### src/rtl/reg_wb_arbiter.sv
// Write-back arbiter: buffers one vector and one scalar result and grants the
// shared decode-stage register write port to one of them per cycle.
module reg_wb_arbiter #(
    parameter int SCA_PRIO = 0
) (
    input  logic        clk,
    input  logic        rst_n,
    input  logic        v_valid,
    output logic        v_ready,
    input  logic [2:0]  v_dir,
    input  logic [31:0] v_data,
    input  logic        s_valid,
    output logic        s_ready,
    input  logic [3:0]  s_dir,
    input  logic [7:0]  s_data,
    output logic        reg_wrv,
    output logic        reg_wrs,
    output logic [3:0]  i_dir_wr,
    output logic [31:0] data_wrv,
    output logic [7:0]  data_wrs,
    output logic [7:0]  pend_v,
    output logic [15:0] pend_s,
    output logic        idle
);

    logic        v_full_q, v_full_d;
    logic [2:0]  v_dir_q, v_dir_d;
    logic [31:0] v_data_q, v_data_d;
    logic        s_full_q, s_full_d;
    logic [3:0]  s_dir_q, s_dir_d;
    logic [7:0]  s_data_q, s_data_d;
    logic        last_q, last_d;

    logic        reg_wrv_q, reg_wrv_d;
    logic        reg_wrs_q, reg_wrs_d;
    logic [3:0]  i_dir_wr_q, i_dir_wr_d;
    logic [31:0] data_wrv_q, data_wrv_d;
    logic [7:0]  data_wrs_q, data_wrs_d;

    logic        grant_v, grant_s;
    logic        v_acc, s_acc;

    function automatic logic [7:0] dec_v(input logic [2:0] dir);
        dec_v = 8'd1 << dir;
    endfunction

    function automatic logic [15:0] dec_s(input logic [3:0] dir);
        dec_s = 16'd1 << dir;
    endfunction

    // Grant depends only on holding state, so ready never combinationally
    // depends on the incoming valid.
    always_comb begin
        grant_v = 1'b0;
        grant_s = 1'b0;
        if (v_full_q && s_full_q) begin
            if (SCA_PRIO != 0) begin
                grant_s = 1'b1;
            end else if (last_q) begin
                grant_v = 1'b1;
            end else begin
                grant_s = 1'b1;
            end
        end else begin
            grant_v = v_full_q;
            grant_s = s_full_q;
        end
    end

    assign v_ready = !v_full_q || grant_v;
    assign s_ready = !s_full_q || grant_s;
    assign v_acc   = v_valid && v_ready;
    assign s_acc   = s_valid && s_ready;

    // A granted entry may be refilled at the same edge it drains.
    always_comb begin
        v_full_d = v_full_q;
        v_dir_d  = v_dir_q;
        v_data_d = v_data_q;
        if (v_acc) begin
            v_full_d = 1'b1;
            v_dir_d  = v_dir;
            v_data_d = v_data;
        end else if (grant_v) begin
            v_full_d = 1'b0;
        end

        s_full_d = s_full_q;
        s_dir_d  = s_dir;
        s_data_d = s_data;
        if (!s_acc) begin
            s_dir_d  = s_dir_q;
            s_data_d = s_data_q;
        end
        if (s_acc) begin
            s_full_d = 1'b1;
        end else if (grant_s) begin
            s_full_d = 1'b0;
        end

        last_d = last_q;
        if (grant_v) begin
            last_d = 1'b0;
        end else if (grant_s) begin
            last_d = 1'b1;
        end
    end

    // Address and data hold their last values when nothing is granted.
    always_comb begin
        reg_wrv_d  = 1'b0;
        reg_wrs_d  = 1'b0;
        i_dir_wr_d = i_dir_wr_q;
        data_wrv_d = data_wrv_q;
        data_wrs_d = data_wrs_q;
        if (grant_v) begin
            reg_wrv_d  = 1'b1;
            i_dir_wr_d = {1'b0, v_dir_q};
            data_wrv_d = v_data_q;
        end else if (grant_s) begin
            reg_wrs_d  = 1'b1;
            i_dir_wr_d = s_dir_q;
            data_wrs_d = s_data_q;
        end
    end

    always_ff @(posedge clk) begin
        if (!rst_n) begin
            v_full_q   <= 1'b0;
            s_full_q   <= 1'b0;
            last_q     <= 1'b1;
            reg_wrv_q  <= 1'b0;
            reg_wrs_q  <= 1'b0;
            i_dir_wr_q <= 4'd0;
            data_wrv_q <= 32'd0;
            data_wrs_q <= 8'd0;
        end else begin
            v_full_q   <= v_full_d;
            s_full_q   <= s_full_d;
            last_q     <= last_d;
            reg_wrv_q  <= reg_wrv_d;
            reg_wrs_q  <= reg_wrs_d;
            i_dir_wr_q <= i_dir_wr_d;
            data_wrv_q <= data_wrv_d;
            data_wrs_q <= data_wrs_d;
        end
    end

    // Held payload is qualified by the full flags, so it needs no reset.
    always_ff @(posedge clk) begin
        v_dir_q  <= v_dir_d;
        v_data_q <= v_data_d;
        s_dir_q  <= s_dir_d;
        s_data_q <= s_data_d;
    end

    assign reg_wrv  = reg_wrv_q;
    assign reg_wrs  = reg_wrs_q;
    assign i_dir_wr = i_dir_wr_q;
    assign data_wrv = data_wrv_q;
    assign data_wrs = data_wrs_q;

    assign pend_v = (v_full_q ? dec_v(v_dir_q) : 8'd0)
                  | (reg_wrv_q ? dec_v(i_dir_wr_q[2:0]) : 8'd0);
    assign pend_s = (s_full_q ? dec_s(s_dir_q) : 16'd0)
                  | (reg_wrs_q ? dec_s(i_dir_wr_q) : 16'd0);
    assign idle   = !v_full_q && !s_full_q && !reg_wrv_q && !reg_wrs_q;

endmodule

### config.mk
export PLATFORM = sky130hd
export DESIGN_NAME = reg_wb_arbiter
export DESIGN_NICKNAME = d
export VERILOG_FILES = /design/src/rtl/reg_wb_arbiter.sv
export SDC_FILE = /design/constraint.sdc
export NUM_CORES = 1
export LEC_CHECK = 0
export ABC_AREA = 1
export BUFFER_PORTS_ARGS = -buffer_cell sky130_fd_sc_hd__buf_2
export CAP_MARGIN = 20
export CORE_MARGIN = 2
export CORE_UTILIZATION = 35
export CTS_CLUSTER_DIAMETER = 150
export DETAILED_ROUTE_END_ITERATION = 8
export RECOVER_POWER = 25
export SLEW_MARGIN = 20
export SYNTH_ARGS = -nofsm -noshare
export SYNTH_HDL_FRONTEND = slang
export SYNTH_SLANG_ARGS = --single-unit
### constraint.sdc
create_clock -name clk -period 2.85 [get_ports clk]
set_clock_uncertainty 0.2 [all_clocks]
set_input_delay 0.4275 -clock clk [delete_from_list [all_inputs] [get_ports clk]]
set_output_delay 0.4275 -clock clk [all_outputs]
set_load 0.05 [all_outputs]
* After elaboration in Yosys (flattened, before gate mapping)
Index checks and enable logic that the tools add are counted. Widths: inputs -> output; s select.
Cells by class: bitwise operators 4, shift-type cells 4, reduce and logical (&&, ||, !) cells 17, multiplexer cells 18
Operators with widths (number):
- $mux 16 | 2
- $shl 1x4->16 const A | 2
- $mux 8 | 2
- $or 16x16->16 | 1
- $shl 1x3->8 const A | 2
- $mux 1 | 12
- $or 8x8->8 | 1
- $logic_and 1x1->1 | 6
- $mux 3 | 2
- $reduce_bool 2->1 | 3
- $logic_not 1->1 | 4
- $logic_or 1x1->1 | 2
- $not 1->1 | 2
- $reduce_and 2->1 | 1
- $reduce_or 2->1 | 1
Storage, ports and cells: register bits 96, output and inout bits 73, input port bits 51, word-level logic and storage cells 56

* Logic depth before layout (Yosys ltp)
word-level depth 5, mapped depth 7, mapped depth without buffers 5

* Least setup slack after synthesis
Ideal clock, no wire load.
path type reg-to-reg, start point register s_full_q, end point register v_data_q[0] (enable), cell stages (with the launch flop) 3, clock period less this slack 3.070 ns, data required time 2.201 ns, slack -0.220 ns, path buffers 1, arrival time 2.422 ns, setup time 0.449 ns, path through dfxtp_1 -> buf_6 -> a31oi_1
Between the ends: longest elaborated chain between the ends 4
Ends and longest elaborated chain:
- from (decl) | line 29 | logic s_full_q, s_full_d;
- from (signal assigned) | line 139 | s_full_q <= s_full_d;
- $logic_and 1x1->1 | line 56 | if (v_full_q && s_full_q) begin
- $mux 1 | line 56
- $logic_or 1x1->1 | line 70 | assign v_ready = !v_full_q || grant_v;
- $logic_and 1x1->1 | line 72 | assign v_acc = v_valid && v_ready;
- named net v_acc | line 41 | logic v_acc, s_acc;
- to (signal assigned) | line 152 | v_data_q <= v_data_d;
- to (decl) | line 28 | logic [31:0] v_data_q, v_data_d;
The timed path passes the listed nets, and every way through them passes these cells. A chain may end at the register's enable or synchronous reset.

* Worst setup path in the final report
start point register s_full_q, end point output pend_s[13]
Between the ends: longest elaborated chain between the ends 2
Ends and longest elaborated chain:
- $mux 16 | line 165 | assign pend_s = (s_full_q ? dec_s(s_dir_q) : 16'd0)
- $or 16x16->16 | line 166 | | (reg_wrs_q ? dec_s(i_dir_wr_q) : 16'd0);
- to (decl) | line 22 | output logic [15:0] pend_s,
Every way passes these cells.

==> reports/results.txt <==
Slew Limit Fails: 0
fill cell count: 976
fin crit period: 2.44 ns
Slew headroom: 0.0583
post-synthesis cell count: 338
Final nets: 508
critical-path cell list: nand2_1 -> o22ai_1 -> buf_2
n_diodes: 0
CP Data Arrival Time: 1.81 ns
routed len/inst: 13.5 um
max incr delay on CP: 0.68 ns
Vias/cell: 4.75
# setup viols final: 0
CTS Buffer Depth: 2
RSZ-0062 raised after global routing: no
worst endpoint required time: 2.22 ns
Hold Crit Class: primary input to register
die area: 11100 sq um
Reg clk slew, reported paths: 0.10 ns
GP Congestion: 0.848
vias: 2842
CP max FO: 11
final std cells w/o fill: 598
Avg Synthesized Cell Area: 10.6 sq um
maximum vdd drop: 0.000255 V
Yosys warnings: 0
Synth-to-Final Area Change: 24.6%
CTS root buf: clkbuf_8
initial cell density of the core: 0.355
dpl hpwl: 5590 um
GRT Overall Usage: 0.147
synthesized area: 3600 sq um
Iteration-0 DRC Markers: 189
slew at the pin with the worst max-slew slack: 1.41 ns
largest net degree at the start of global routing: 50
Mapped Nets: 389
DR pass1 iterations: 4
die width: 105 um
CP endpoint kind: primary output
first-pass GRT wire length: 12900 um
port buffer count: 123
CTS sink cnt: 96
critical path class: register to primary output
post-cts resize count: 0
status: finished clean
Final Cycle Share: 0.857
# DRC: 0
placed cells: 582
Hold WS: 0.0437 ns
number of I/O pins: 124
DIE HEIGHT: 105 um
Crit-path slowest cell: dfxtp_1
Core Area: 10100 sq um
Core Util, Final: 0.442
Inserted Clock Buffers: 9
Yosys reg bits: 96
H-tree depth: 3
share of cells above drive strength 1: 0.320
vias in the first global route: 2669
initial antenna violation count: 0
Final Hold Vio Count: 0
setup tns final: 0 ns
Lkg Pwr: 2.07 nW
setup bufs post-CTS: 0
CTS tree: built
hold_buf cts: 0
global route total overflow: 0
Synth cell types: 22
Routed Wire Length: 8090 um
Final ANT Viol Nets: 0
CP Launch Type: register
PD cells: 632 nW/um^2
# Max-Cap Violations: 0
post-synthesis sequential area ratio: 0.665
Skew-Pair Late Insertion Delay: 0.35 ns
Fmax: 409 MHz
Row Count: 37
[stage by stage]
step | power (mW) | worst slack (ns) | area (sq um)
global route | 2.96 | 0.276 | 4480
floorplan | 1.92 | 0.487 | 3600
detailed placement | 2.03 | 0.815 | 4300
global placement | 2.02 | 0.876 | 4300
CTS | 2.88 | 0.403 | 4480
finish | 2.83 | 0.408 | 4480
[report_power, final]
group	switching, mW	leakage [nW]	internal (mW)
registers	0.0455	0.861	1.53
logic	0.317	1.11	0.102
clock network	0.459	0.0958	0.376
[worst paths after layout]
| path | cells after the start | end | from | slack [ns] |
|---|---|---|---|---|
| max | 3 | pend_s[13] | s_full_q | 0.41 |
| min | 1 | v_data_q[12] | v_data[12] | 0.04 |
| max reg2reg | 3 | s_data_q[0] | s_full_q | 1.02 |
| min reg2reg | 2 | data_wrv[1] | data_wrv[1] | 0.27 |
[final cells by class]
type	instances	area, sq um	area share
sequential	96	2390	0.534
multi-input combinational	205	1010	0.226
timing repair buffer	126	648	0.145
tap	136	170	0.0380
clock buffer	11	153	0.0341
inverter	19	71.3	0.0159
clock inverter	5	36.3	0.00810
[cell families (layout without fill, tap and decap cells)]
kind of cell | after synthesis | after routing | share of synthesized area
AOI/OAI and AO/OA | 38 | 38 | 0.0661
buffers and inverters | 37 | 161 | 0.0581
DFF | 96 | 96 | 0.665
and+or+nand+nor | 167 | 167 | 0.211
[routing by layer]
| metal | GRT usage | part of all wire | routed length, um |
|---|---|---|---|
| met1 | 0.179 | 0.43 | 3510 |
| met2 | 0.251 | 0.49 | 3990 |
| met3 | 0.0272 | 0.052 | 421 |
| met4 | 0.0695 | 0.020 | 158 |
| met5 | 0 | 0 | 0 |
[layout by cell type (no fill, tap or decap)]
cell type | synthesis | final
buf_4 | 1 | 2
edfxtp_1 | 47 | 47
buf_12 | 0 | 1
clkbuf_16 | 0 | 1
inv_6 | 0 | 2
nand4_1 | 1 | 1
inv_4 | 0 | 1
clkinvlp_4 | 0 | 1
nor3_1 | 1 | 1
dfxtp_1 | 49 | 49
a31oi_4 | 0 | 1
nand2_1 | 51 | 51
o22ai_1 | 24 | 24
clkinv_2 | 0 | 1
nand3_1 | 86 | 86
nor2_1 | 24 | 24
nor2_2 | 1 | 1
a21boi_4 | 1 | 1
a21oi_1 | 2 | 2
clkbuf_1 | 4 | 3
buf_2 | 5 | 121
inv_2 | 3 | 3
o211ai_1 | 1 | 1
clkbuf_8 | 0 | 9
o21ai_0 | 9 | 9
inv_1 | 16 | 16
nand2_2 | 1 | 1
nand2_4 | 2 | 2
[critical path, delay by kind of cell (launching register included)]
kind | cells | cell delay, ns
flip-flops | 1 | 0.68
AND/OR/NAND/NOR | 1 | 0.31
buffers and inverters | 1 | 0.29
AO/OA/AOI/OAI | 1 | 0.19
[sequential cells by signal (all words and copies together), names as in the netlist, 3 cells and up]
signal    count
s_data_q      8
v_data_q     32
s_dir_q       4
data_wrv     32
v_dir_q       3
data_wrs      8
i_dir_wr      4
[Yosys cell counts]
cell type	instances	area [sq um]
a21boi_4	1	18.8
a21oi_1	2	10.0
a31oi_1	1	6.26
buf_2	5	25.0
buf_4	1	7.51
buf_6	8	90.1
clkbuf_1	4	15.0
dfxtp_1	49	981
edfxtp_1	47	1410
inv_1	16	60.1
inv_2	3	11.3
nand2_1	51	191
nand2_2	1	6.26
nand2_4	2	22.5
nand3_1	86	430
nand4_1	1	6.26
nor2_1	24	90.1
nor2_2	1	6.26
nor3_1	1	5.00
o211ai_1	1	7.51
o21ai_0	9	45.0
o22ai_1	24	150
Power figures use the tool's default switching activity.
